### src/rtl/div_pkg.sv
`default_nettype none
// ============================================================================
//  Module      : div_pkg
//  Description : Shared definitions for the iterative divider: operand width,
//                RV32M divide opcode encoding and divider FSM state encoding.
//  Revision    : 1.0  initial release
// ============================================================================
package div_pkg;

    localparam int XLEN = 32;

    // Opcode order matches the RV32M funct3[1:0] ordering.
    typedef enum logic [1:0] {
        OP_DIV  = 2'b00,
        OP_DIVU = 2'b01,
        OP_REM  = 2'b10,
        OP_REMU = 2'b11
    } div_op_e;

    typedef enum logic [1:0] {
        S_IDLE = 2'b00,
        S_CALC = 2'b01,
        S_FIX  = 2'b10,
        S_DONE = 2'b11
    } div_state_e;

endpackage : div_pkg
`default_nettype wire

### src/rtl/add_sub.sv
`default_nettype none
// ============================================================================
//  Module      : add_sub
//  Description : Ripple-agnostic adder/subtractor.
//                add=1 : sum = a + b
//                add=0 : sum = a - b (a + ~b + 1); cOut=1 means no borrow.
//  Ports       : a, b   operands (WIDTH bits)
//                add    1 = add, 0 = subtract
//                sum    result (WIDTH bits)
//                cOut   carry out of the MSB
//  Revision    : 1.0  initial release
// ============================================================================
module add_sub #(
    parameter int WIDTH = 32
) (
    input  logic [WIDTH-1:0] a,
    input  logic [WIDTH-1:0] b,
    input  logic             add,
    output logic [WIDTH-1:0] sum,
    output logic             cOut
);

    logic [WIDTH-1:0] w_b_eff;

    assign w_b_eff       = add ? b : ~b;
    assign {cOut, sum}   = {1'b0, a} + {1'b0, w_b_eff} + {{WIDTH{1'b0}}, ~add};

endmodule : add_sub
`default_nettype wire

### src/rtl/div_unit.sv
`default_nettype none
// ============================================================================
//  Module      : div_unit
//  Description : RV32M iterative restoring divider (DIV/DIVU/REM/REMU).
//                One quotient bit per cycle on unsigned magnitudes, followed
//                by a single sign fix-up cycle. Divide-by-zero and signed
//                overflow bypass the iteration and finish one cycle after
//                acceptance.
//  Ports       : clk    clock, rising edge
//                reset  synchronous active-high reset
//                start  request, sampled only while idle
//                op     00 DIV, 01 DIVU, 10 REM, 11 REMU
//                a, b   dividend / divisor, captured on accepted start
//                busy   high while iterating or fixing up signs
//                done   one-cycle pulse when q carries a new result
//                q      result, held until the next accepted start completes
//  Revision    : 1.0  initial release
// ============================================================================
module div_unit
    import div_pkg::*;
#(
    parameter int XLEN = 32  // only 32 is supported
) (
    input  logic            clk,
    input  logic            reset,
    input  logic            start,
    input  logic [1:0]      op,
    input  logic [XLEN-1:0] a,
    input  logic [XLEN-1:0] b,
    output logic            busy,
    output logic            done,
    output logic [XLEN-1:0] q
);

    localparam logic [4:0]      c_count_init = 5'(XLEN - 1);
    localparam logic [XLEN-1:0] c_one        = XLEN'(1);
    localparam logic [XLEN-1:0] c_int_min    = {1'b1, {(XLEN-1){1'b0}}};

    div_state_e      r_state;
    div_state_e      w_state_nxt;

    logic [XLEN-1:0] r_divisor;
    logic [XLEN-1:0] r_quo;      // dividend shifts out MSB-first, quotient shifts in
    logic [XLEN-1:0] r_rem;
    logic [XLEN-1:0] r_q;
    logic [4:0]      r_count;
    logic            r_is_rem;
    logic            r_neg_q;
    logic            r_neg_r;

    // ------------------------------------------------------------------
    // Acceptance-time decode
    // ------------------------------------------------------------------
    logic            w_signed;
    logic            w_div_zero;
    logic            w_ovf;
    logic [XLEN-1:0] w_a_mag;
    logic [XLEN-1:0] w_b_mag;

    assign w_signed   = (div_op_e'(op) == OP_DIV) || (div_op_e'(op) == OP_REM);
    assign w_div_zero = (b == '0);
    assign w_ovf      = w_signed && (a == c_int_min) && (b == '1);
    // Negating INT_MIN yields 32'h80000000, which is the correct unsigned magnitude.
    assign w_a_mag    = (w_signed && a[XLEN-1]) ? (~a + c_one) : a;
    assign w_b_mag    = (w_signed && b[XLEN-1]) ? (~b + c_one) : b;

    // ------------------------------------------------------------------
    // Trial subtraction. The shifted partial remainder can reach 2*divisor-1,
    // so the subtractor is one bit wider than the datapath.
    // ------------------------------------------------------------------
    logic [XLEN:0]   w_trial_a;
    logic [XLEN:0]   w_trial_b;
    logic [XLEN:0]   w_diff;
    logic            w_no_borrow;
    logic [XLEN-1:0] w_rem_nxt;
    logic            w_unused_diff_msb;

    assign w_trial_a = {r_rem, r_quo[XLEN-1]};
    assign w_trial_b = {1'b0, r_divisor};

    add_sub #(
        .WIDTH (XLEN + 1)
    ) u_add_sub (
        .a    (w_trial_a),
        .b    (w_trial_b),
        .add  (1'b0),
        .sum  (w_diff),
        .cOut (w_no_borrow)
    );

    // Both kept values are below the divisor, so their MSB is always zero.
    assign w_rem_nxt         = w_no_borrow ? w_diff[XLEN-1:0] : w_trial_a[XLEN-1:0];
    assign w_unused_diff_msb = w_diff[XLEN];

    // ------------------------------------------------------------------
    // Sign fix-up
    // ------------------------------------------------------------------
    logic [XLEN-1:0] w_quo_fix;
    logic [XLEN-1:0] w_rem_fix;

    assign w_quo_fix = r_neg_q ? (~r_quo + c_one) : r_quo;
    assign w_rem_fix = r_neg_r ? (~r_rem + c_one) : r_rem;

    // ------------------------------------------------------------------
    // FSM
    // ------------------------------------------------------------------
    always_ff @(posedge clk) begin
        if (reset) begin
            r_state <= S_IDLE;
        end else begin
            r_state <= w_state_nxt;
        end
    end

    always_comb begin
        w_state_nxt = r_state;
        busy        = 1'b0;
        done        = 1'b0;
        case (r_state)
            S_IDLE: begin
                if (start) begin
                    w_state_nxt = (w_div_zero || w_ovf) ? S_DONE : S_CALC;
                end
            end
            S_CALC: begin
                busy = 1'b1;
                if (r_count == '0) begin
                    w_state_nxt = S_FIX;
                end
            end
            S_FIX: begin
                busy        = 1'b1;
                w_state_nxt = S_DONE;
            end
            S_DONE: begin
                done        = 1'b1;
                w_state_nxt = S_IDLE;
            end
            default: w_state_nxt = S_IDLE;
        endcase
    end

    // ------------------------------------------------------------------
    // Datapath
    // ------------------------------------------------------------------
    always_ff @(posedge clk) begin
        if (reset) begin
            r_divisor <= '0;
            r_quo     <= '0;
            r_rem     <= '0;
            r_q       <= '0;
            r_count   <= c_count_init;
            r_is_rem  <= 1'b0;
            r_neg_q   <= 1'b0;
            r_neg_r   <= 1'b0;
        end else begin
            case (r_state)
                S_IDLE: begin
                    if (start) begin
                        r_is_rem  <= op[1];
                        r_neg_q   <= w_signed && (a[XLEN-1] ^ b[XLEN-1]);
                        r_neg_r   <= w_signed && a[XLEN-1];
                        r_divisor <= w_b_mag;
                        r_quo     <= w_a_mag;
                        r_rem     <= '0;
                        r_count   <= c_count_init;
                        if (w_div_zero) begin
                            r_q <= op[1] ? a : '1;
                        end else if (w_ovf) begin
                            r_q <= op[1] ? '0 : c_int_min;
                        end
                    end
                end
                S_CALC: begin
                    r_rem   <= w_rem_nxt;
                    r_quo   <= {r_quo[XLEN-2:0], w_no_borrow};
                    r_count <= r_count - 5'd1;
                end
                S_FIX: begin
                    r_q <= r_is_rem ? w_rem_fix : w_quo_fix;
                end
                default: begin
                end
            endcase
        end
    end

    assign q = r_q;

endmodule : div_unit
`default_nettype wire

### config.mk
export PLATFORM = sky130hd
export DESIGN_NAME = div_unit
export DESIGN_NICKNAME = d
export VERILOG_FILES = /design/src/rtl/div_pkg.sv /design/src/rtl/add_sub.sv /design/src/rtl/div_unit.sv
export SDC_FILE = /design/constraint.sdc
export NUM_CORES = 1
export LEC_CHECK = 0
export BUFFER_PORTS_ARGS = -buffer_cell sky130_fd_sc_hd__buf_4
export CORE_MARGIN = 5
export CORE_UTILIZATION = 56
export CTS_BUF_LIST = sky130_fd_sc_hd__clkbuf_8
export DETAILED_ROUTE_END_ITERATION = 12
export HOLD_SLACK_MARGIN = 0.03
export PLACE_DENSITY = 0.79
export SLEW_MARGIN = 10
export SYNTH_ARGS = -nofsm -noshare
export SYNTH_HDL_FRONTEND = slang
export SYNTH_SLANG_ARGS = --single-unit
### constraint.sdc
create_clock -name clk -period 3.21 [get_ports clk]
set_input_delay 0.8025 -clock clk [delete_from_list [all_inputs] [get_ports clk]]
set_output_delay 0.8025 -clock clk [all_outputs]
set_load 0.02 [all_outputs]
==> metrics.md, run 1 <==
| Metric | Value |
|---|---|
| Via count | `10612` |
| Final Cycle Share | `0.962` |
| Rel. slew slack | `0.414` |
| Synth Area in Compound Gates | `0.263` |
| Pwr dens | `around 640 nW/um^2` |
| Reg2Reg Setup Slack | `around 120 ps` |
| Area grow syn2layout | `19.5%` |
| Placed Area | `approximately 12000 sq um` |
| Avg Cell Area, Syn | `7.38 sq um` |
| Ratio of cells with drive above 1 in the final layout | `0.167` |
| Finished Core Util | `0.682` |
| Synth cell types | `63` |
| Cell row count | `49` |
| HP Class | `reg2reg` |
| Slowest-stage cell, CP | `dfxtp_1` |
| CP startpoint | `r_divisor[2]` |
| Synth Area in XOR/XNOR | `0.122` |
| Launching point of the worst reg2reg path | `r_divisor[2]` |
| Worst setup path endpoint | `r_quo[0]` |
| Setup Skew | `11.5 ps` |
| Hold path cells | `2` |
| Syn Inst Count | `1395` |
| ANT cells | `0` |
| Critical path fanouts, max | `10` |
| Drt drc | `0` |
| Clock root buffer | `clkbuf_8` |
| Post-CTS Hold Fix Bufs | `0` |
| Setup TNS | `0 ps` |
| Synthesized Nets | `1508` |
| Avg WL per Cell | `about 18 um` |
| EDFF count, synth | `0` |
| Post-synthesis mux area share | `0.0264` |
| Yosys warns | `0` |
| TritonCTS Buffers | `17` |
| Final std cells w/o fill | `1776` |
| Drt total wl | `31300 um` |
| Die area | `~21000 sq um` |
| Largest family of logic cells by synthesized area | `compound AO/OA/AOI/OAI gates` |
| DRT Pass-1 Iters | `6` |
| Io pins | `between 100 and 150` |
| RSZ-0062 raised after global routing | `false` |
| Initial Utilization | `0.571` |
| Die Wd | `146 um` |
| Setup Buffers After CTS | `0` |
| CTS sink count | `roughly 140` |
| Classification of the worst setup path | `reg2reg` |
| Synth Area in Simple Gates | `0.216` |
| Post-synth ARST share | `0` |
| #FFs+latches synth | `~140` |
| GRT Total Usage | `0.285` |
| Run status | `finished, final reports clean` |
| Placed wire-length estimate | `roughly 24000 um` |
| Tmin final | `around 3100 ps` |
| Die Y | `146 um` |
| Tightest Pin Transition | `878 ps` |
| VDD IR max | `roughly 350 uV` |
| Fill count | `1558` |
| Global-route wire length before repair | `50400 um` |
| Most frequent cells in the layout | `nand2_1 (197), buf_4 (197), dfxtp_1 (135)` |
| CP Launch Type | `flip-flop` |
| Placed cell count | `between 1500 and 2000` |
| Worst skew pair latency | `470 ps` |
| Most used DFF post-synth | `dfxtp_1` |
| Max-cap viol count | `0` |
| Worst-path cell chain | `inv_1, ha_1, o211ai_1, a21oi_1, o22a_1, o22a_1, a41oi_2, o22ai_1, buf_4, a41oi_1, buf_4, a211o_1, a21oi_1` |
| Antenna violations before repair | `0` |
| Worst path max stage delay | `400 ps` |
| Placeable Area | `18000 sq um` |
| P_leak | `4.91 nW` |
| Critical R2R Capture | `r_quo[0]` |
| Worst setup EP type | `flip-flop` |
| Final net count | `1647` |
| Highest clock rate | `324 MHz` |
| CP arrival | `3470 ps` |
| Cell Area, Synth | `10300 sq um` |
| CTS H-tree lvls | `4` |
| Vias per cell | `5.98` |
| Routability cong. | `1.02` |
| Final setup vio count | `0` |
| Maximum clock path buffer count | `2` |
| Synth Area in Adders | `0.0542` |
| CTS clk-pin slew, worst paths | `80 ps` |
| Fin. Hold Viols | `0` |
| CTS tree | `built` |
| Post-synthesis sequential area ratio | `0.268` |
| Worst Path Required | `3590 ps` |
| Slew Viols, Final | `0` |
| Largest net degree at the start of global routing | `67` |
| Vias in the first global route | `a little under 10000` |
| R2R depth | `13` |
| PortBufs | `between 100 and 150` |
| DR iter-0 viols | `762` |
| Final Instance Area | `around 12000 sq um` |
| Global route overflow | `0` |
| Final ANT Viol Nets | `0` |
-- worst max-delay path: cells and delay by family, from the launching register on --
| family | cells | cell delay, ps |
|---|---|---|
| flops | 1 | 400 |
| compound gates | 9 | 1760 |
| buf+inv | 3 | 470 |
| fa+ha+maj | 1 | 360 |
-- power breakdown --
group          leakage (nW)  internal [mW]  switching (mW)  total, mW
clock network         0.211          0.778           0.707       1.49
registers              1.13           2.08           0.409       2.49
logic                  3.57           1.54            2.31       3.85
total                  4.91           4.40            3.43       7.83
-- registers in the layout (all words and copies together) (netlist names) --
| name | flops |
|---|---|
| q | 32 |
| r_count | 5 |
| r_divisor | 32 |
| r_is_rem | 1 |
| r_neg_q | 1 |
| r_neg_r | 1 |
| r_quo | 32 |
| r_rem | 32 |
| r_state | 2 |
-- through the flow --
step	hold WS (ps)	power, mW	setup slack (ps)
after detailed placement	447	6.28	-383
after floorplan	432	5.07	-125
after global placement	443	6.22	-314
final	455	7.83	122
after global routing	480	8.35	5.67
after CTS	457	7.78	16.7
-- final cells by class --
class	count	area [sq um]	share of cell area
clock buffer	18	248	0.0201
clock inverter	14	155	0.0126
inverter	57	214	0.0174
multi-input combinational	1119	7070	0.575
sequential	138	2770	0.225
tap	229	287	0.0233
timing repair buffer	201	1560	0.127
-- routing by layer --
layer / global-route usage / vias up / wire (um)
met2: 0.466 / 414 / 14500
met1: 0.361 / 4826 / 13200
met5: 0 / - / 0
li1: - / 5289 / -
met4: 0.131 / 0 / 1380
met3: 0.0573 / 83 / 2240
-- what timing repair did --
action                                  4_1_cts  5_1_grt
endpoints found under the setup margin        0       20
resized for setup                             0       12
hold endpoints to repair                      0        0
-- cell usage after synthesis, drive strengths merged, types with 11 or more instances --
cell | n | area (sq um)
clkbuf | 67 | 251
o31ai | 28 | 210
ha | 43 | 538
o21ai | 125 | 626
nor2b | 20 | 125
or3 | 17 | 106
buf | 14 | 58.8
o41ai | 14 | 123
xor2 | 58 | 508
mux2i | 26 | 260
dfxtp | 138 | 2760
nor4 | 11 | 68.8
inv | 57 | 214
nor2 | 118 | 443
nand4 | 15 | 93.8
or4 | 13 | 105
nand2 | 199 | 749
a21oi | 110 | 551
xnor2 | 85 | 744
nand2b | 18 | 113
a211oi | 49 | 368
o211ai | 12 | 90.1
nor3 | 26 | 130
-- worst min path at each step --
stage          slack (ps)           from             to
3_5_place_dp          450          q[17]          q[17]
3_3_place_gp          440          q[17]          q[17]
5_1_grt               480  r_divisor[31]  r_divisor[31]
4_1_cts               460  r_divisor[15]  r_divisor[15]
6_report              450  r_divisor[15]  r_divisor[15]
2_1_floorplan         430  r_divisor[15]  r_divisor[15]
-- cell families after synthesis --
| logic type | count (synthesis) |
|---|---|
| adders and majority gates | 44 |
| muxes | 27 |
| and+or+nand+nor | 477 |
| buffers and inverters | 138 |
| DFF | 138 |
| xor gates and xnor gates | 143 |
| AOI/OAI and AO/OA | 428 |
Note: power is estimated with default switching activity, not from simulation.
==> run 2, diff against run 1 <==
- RECOVER_POWER: default -> 50
==> metrics.md, run 2 (synthesized netlist as in run 1, its figures left out) <==
| Metric | Value |
|---|---|
| Run status | `finished, violations left` |
| Violated checks | `capacitance limit, slew limit` |
| Tightest Pin Transition | `roughly 1700 ps` |
| Final Cycle Share | `0.959` |
| RSZ-0062 raised after global routing | `false` |
| P_leak | `4.75 nW` |
| Vias per cell | `around 6.0` |
| Min-delay src | `q[17]` |
| Worst path max stage delay | `530 ps` |
| Largest delay share family, worst path | `simple AND/OR/NAND/NOR gates` |
| Reg2Reg Setup Slack | `130 ps` |
| Global-route wire length before repair | `between 50000 and 60000 um` |
| Vias in the first global route | `9928` |
| Slew Viols, Final | `31` |
| Worst setup EP type | `flip-flop` |
| Placeable Area | `between 15000 and 20000 sq um` |
| Ratio of cells with drive above 1 in the final layout | `0.142` |
| VDD IR max | `between 300 and 400 uV` |
| Most frequent cells in the layout | `nand2_1 (197), buf_4 (160), dfxtp_1 (135)` |
| DRT Pass-1 Iters | `5` |
| Die Y | `146 um` |
| ANT cells | `0` |
| Fill count | `1605` |
| Rel. slew slack | `-0.134` |
| Launching point of the worst reg2reg path | `r_divisor[2]` |
| Drt total wl | `31500 um` |
| Final std cells w/o fill | `~1800` |
| R2R depth | `13` |
| Worst-path cell chain | `buf_4, or4_4, or4_4, nor4b_4, nand2_2, o21a_1, o21a_1, or3_1, buf_4, o21ai_1` |
| Tmin final | `3080 ps` |
| Setup Buffers After CTS | `0` |
| Antenna violations before repair | `0` |
| Post-CTS Hold Fix Bufs | `0` |
| Slowest-stage cell, CP | `or4_4` |
| Io pins | `103` |
| Final ANT Viol Nets | `0` |
| Die Wd | `146 um` |
| Final Instance Area | `12100 sq um` |
| CTS sink count | `138` |
| CP Launch Type | `input pin` |
| Critical R2R Capture | `r_quo[0]` |
| Drt drc | `0` |
| TritonCTS Buffers | `17` |
| Cell row count | `49` |
| CTS tree | `built` |
| PortBufs | `102` |
| Classification of the worst setup path | `in2reg` |
| Hold path cells | `2` |
| CTS clk-pin slew, worst paths | `~80 ps` |
| Area of the multi-input gates | `7070 sq um` |
| Sequential cell area | `2770 sq um` |
| CP arrival | `3470 ps` |
| Highest clock rate | `~320 MHz` |
| Worst skew pair latency | `470 ps` |
| Dpl ws | `-383 ps` |
| DR iter-0 viols | `approximately 800` |
| Critical path fanouts, max | `10` |
| Placed cell count | `1744` |
| Global route overflow | `0` |
| Placed wire-length estimate | `23900 um` |
| Hold worst-path end | `q[17]` |
| Largest net degree at the start of global routing | `67` |
| Routability cong. | `~1.0` |
| Via count | `10637` |
| Maximum clock path buffer count | `2` |
| Max-cap viol count | `1` |
| Most common cell after layout, fill and taps aside | `nand2_1` |
| Crit path buf inv count | `2` |
| Post-route setup slack | `133 ps` |
| CTS H-tree lvls | `4` |
| Avg WL per Cell | `17.7 um` |
| Clock root buffer | `clkbuf_8` |
| GRT Total Usage | `0.285` |
| Die area | `21200 sq um` |
| Area grow syn2layout | `18.0%` |
| Final setup vio count | `0` |
| Initial Utilization | `0.571` |
| HP Class | `reg2reg` |
| Final net count | `1647` |
| Worst Path Required | `between 3000 and 4000 ps` |
| Setup Skew | `13.0 ps` |
| Pwr dens | `638 nW/um^2` |
| Fin. Hold Viols | `0` |
| Placed Area | `11800 sq um` |
| Hold Worst Slack | `454 ps` |
## run 2: metal layers
layer  global-route usage  up-vias  wire length, um
li1                     -     5279                -
met1                0.361     4861            13400
met4                0.131        0             1320
met3               0.0573       77             2220
met2                0.466      420            14600
met5                    0        -                0
## run 2: worst register-to-register path: stages, from the launching register on
cell and delay [ps]:
dfxtp_1 400, inv_1 90, ha_1 360, o211ai_1 100, a21oi_1 200, o22a_1 210
o22a_1 230, a41oi_2 180, o22ai_1 290, buf_4 170, a41oi_1 120, buf_4 210
a211o_1 300, a21oi_1 130
## run 2: what timing repair did
action,CTS,global route
setup endpoints to repair,0,20
resized for setup,0,12
endpoints found under the hold margin,0,0
## run 2: layout make-up
type,count,area share
flip-flops and latches,138,0.228
multi-input cells,1119,0.582
clock buffers,18,0.0204
well taps,229,0.0236
repair buffers,201,0.116
clock inverters,14,0.0128
inverters,57,0.0176
## run 2: how the worst max path moves through the flow
| stage | slack, ps | cells after the start | end | start |
|---|---|---|---|---|
| floorplan | -130 | 8 | q[21] | a[10] |
| global placement | -310 | 10 | q[20] | a[10] |
| detailed placement | -380 | 10 | q[20] | a[10] |
| CTS | 20 | 9 | q[30] | r_rem[11] |
| global route | 6 | 9 | q[29] | r_rem[11] |
| finish | 130 | 10 | q[20] | a[10] |
## run 2: power breakdown
group,switching [mW],leakage [nW],internal [mW]
Combinational,2.31,3.41,1.45
Sequential,0.410,1.13,2.08
Clock,0.710,0.211,0.778
## run 2: through the flow
| step | TNS (ps) | util | power (mW) |
|---|---|---|---|
| 4_1_cts | 0 | 0.679 | 7.78 |
| 3_5_place_dp | -9690 | 0.657 | 6.28 |
| 5_1_grt | 0 | 0.674 | 8.25 |
| 6_report | 0 | 0.674 | 7.74 |
| 3_3_place_gp | -8090 | 0.657 | 6.22 |
| 2_1_floorplan | -1500 | - | 5.07 |
==> run 3, diff against run 2 <==
- ABC_AREA: default -> 1
- PLACE_DENSITY: 0.79 -> 0.78
==> metrics.md, run 3 <==
| Metric | Value |
|---|---|
| Classification of the worst setup path | `in2reg` |
| Via count | `14925` |
| Critical path fanouts, max | `15` |
| Final setup vio count | `0` |
| Worst skew pair latency | `480 ps` |
| Worst Path Required | `3600 ps` |
| Post-synth top area share | `0.221` |
| Synth Area in Simple Gates | `0.387` |
| Post-synthesis sequential area ratio | `0.221` |
| Slew Viols, Final | `55` |
| Synth cell types | `48` |
| CP arrival | `3300 ps` |
| Routability cong. | `about 1.0` |
| EDFF count, synth | `0` |
| #FFs+latches synth | `~140` |
| CTS sink count | `138` |
| Maximum clock path buffer count | `2` |
| Switching Share | `0.532` |
| Setup TNS | `0 ps` |
| Max-cap viol count | `1` |
| Yosys warns | `0` |
| Fin. Hold Viols | `0` |
| Drt drc | `0` |
| Placeable Area | `~22000 sq um` |
| Vias in the first global route | `13233` |
| Tightest Pin Transition | `1670 ps` |
| Most common cell after layout, fill and taps aside | `nand2_1` |
| GRT Total Usage | `0.360` |
| Global route hottest layer | `met1` |
| Most used cell, CP | `nor2_1` |
| Ratio of cells with drive above 1 in the final layout | `0.0785` |
| Cell row count | `54` |
| CP Launch Type | `input pin` |
| Most frequent cells after synthesis | `nand2_1 (551), inv_1 (266), nor2_1 (236)` |
| Placed wire-length estimate | `37400 um` |
| Flop pwr share | `0.255` |
| Placed Area | `13500 sq um` |
| Area of the multi-input gates | `8290 sq um` |
| Synth Area in Adders | `0.0445` |
| Highest clock rate | `344 MHz` |
| Setup Skew | `25.6 ps` |
| Most frequent cells in the layout | `nand2_1 (551), inv_1 (267), nor2_1 (238)` |
| Vias per cell | `around 6` |
| Final Instance Area | `13700 sq um` |
| Syn Inst Count | `2177` |
| P_leak | `6.78 nW` |
| CTS clk-pin slew, worst paths | `around 70 ps` |
| VDD IR max | `around 600 uV` |
| Global route overflow | `0` |
| Ranking of synthesized cells by area | `dfxtp_1 (22%), nand2_1 (17%), nand3_1 (9.0%)` |
| Count leader, synth | `nand2_1` |
| Die Wd | `160 um` |
| ANT cells | `0` |
| Worst path max stage delay | `510 ps` |
| DR iter-0 viols | `2106` |
| GR Layer Usage met3 | `0.109` |
| CTS tree | `built` |
| Rel. slew slack | `-0.113` |
| Initial Utilization | `0.571` |
| Fill count | `~2200` |
| Pwr dens | `691 nW/um^2` |
| RSZ-0062 raised after global routing | `false` |
| Final Cycle Share | `0.905` |
| CTS H-tree lvls | `4` |
| Final net count | `2354` |
| Switch Pwr | `5.04 mW` |
| Violated checks | `capacitance limit, slew limit` |
| Post-cts sizing count | `0` |
| Run status | `finished, violations left` |
| Power Internal | `4.44 mW` |
| Antenna violations before repair | `1` |
| Clk pwr share | `0.166` |
| Avg WL per Cell | `18.8 um` |
| Largest net degree at the start of global routing | `82` |
| PortBufs | `102` |
| Synth Area in XOR/XNOR | `0.0391` |
| Met2 Track Usage GR | `0.502` |
| Die Y | `approximately 160 um` |
| Met1 Use GR | `0.535` |
| Combinational power share | `0.578` |
| Final ANT Viol Nets | `0` |
| Post-synthesis mux area share | `0` |
| Cell taking the most area after synthesis | `dfxtp_1` |
| Avg Cell Area, Syn | `5.75 sq um` |
| Post-CTS Hold Fix Bufs | `0` |
| Synthesized Nets | `2290` |
| Slowest-stage cell, CP | `nor2_1` |
| Tmin final | `2910 ps` |
| Die area | `around 25000 sq um` |
| Worst-path cell chain | `clkbuf_4, inv_1, ha_1, nand3_2, nor2_1, nand2_1, nor2_2, nand2_2, nor2_1, nand2_2, o21ai_0, o21ai_0, nor2_1` |
| Post-synth ARST share | `0` |
| Area grow syn2layout | `9.64%` |
| Sequential cell area | `2760 sq um` |
| Io pins | `around 100` |
| Largest family of logic cells by synthesized area | `simple AND/OR/NAND/NOR gates` |
| Worst setup EP type | `flip-flop` |
| Cell Area, Synth | `~13000 sq um` |
| Synth Area in Compound Gates | `0.192` |
| Setup Buffers After CTS | `0` |
| Global-route wire length before repair | `73500 um` |
| Most used DFF post-synth | `dfxtp_1` |
| Clock root buffer | `clkbuf_8` |
| HP Class | `reg2reg` |
| Drt total wl | `between 40000 and 50000 um` |
| DRT Pass-1 Iters | `7` |
| TritonCTS Buffers | `17` |
==> run 3: cell count changes in the layout (fill, tap and decap cells not counted), sizes merged, moves of 23 or more <==
cell,previous run,this run
a211oi,49,0
a21oi,110,213
buf,163,94
inv,60,283
mux2i,26,0
nand2,199,559
nand3,10,230
nor2,118,249
o21ai,125,185
o31ai,28,5
xnor2,85,20
==> run 3: area by class of cell <==
type	instances	share of cell area
well taps	280	0.0255
multi-input cells	1674	0.603
repair buffers	132	0.0630
inverters	278	0.0763
clock buffers	17	0.0170
flip-flops and latches	138	0.201
clock inverters	15	0.0136
==> run 3: final timing paths <==
kind	slack [ps]	endpoint	from	cells after the start
worst max-delay path	300	q[1]	b[1]	13
worst min-delay path	470	q[5]	q[5]	2
worst max register to register	360	r_quo[0]	r_state[0]	9
worst min register to register	470	q[5]	q[5]	2
==> run 3: stage by stage <==
stage | utilization | hold WS [ps] | instances | setup slack, ps | power (mW)
after floorplan | - | 428 | 2177 | 891 | 6.07
after global placement | 0.614 | 442 | 2502 | 123 | 7.67
after global routing | 0.626 | 499 | 2534 | 167 | 10.1
after detailed placement | 0.614 | 461 | 2502 | 104 | 7.72
after CTS | 0.633 | 475 | 2534 | 528 | 9.29
final | 0.626 | 471 | 2534 | 304 | 9.48
==> run 3: cell families after synthesis <==
kind of cell,count (synthesis)
simple gates,1123
flops,138
buf+inv,365
fa+ha+maj,44
compound gates,451
xor+xnor,56
==> run 3: power groups by stage <==
| stage | registers [mW] | clock network, mW | logic [mW] |
|---|---|---|---|
| 2_1_floorplan | 2.34 | 0 | 3.73 |
| 4_1_cts | 2.39 | 1.58 | 5.33 |
| 3_3_place_gp | 2.41 | 0 | 5.25 |
| 6_report | 2.42 | 1.58 | 5.49 |
| 5_1_grt | 2.45 | 1.66 | 6.00 |
| 3_5_place_dp | 2.43 | 0 | 5.29 |
==> run 3: worst max-delay path: cells and delay by family <==
| family | cells | cell delay [ps] |
|---|---|---|
| AO/OA/AOI/OAI | 2 | 340 |
| buffers and inverters | 2 | 230 |
| adder cells (fa/ha/maj) | 1 | 200 |
| AND/OR/NAND/NOR | 8 | 1700 |
==> run 3: per-layer routing <==
layer,wire length [um],vias up
li1,-,7245
met1,21000,6705
met2,18900,867
met3,6460,106
met4,1410,2
met5,13,-
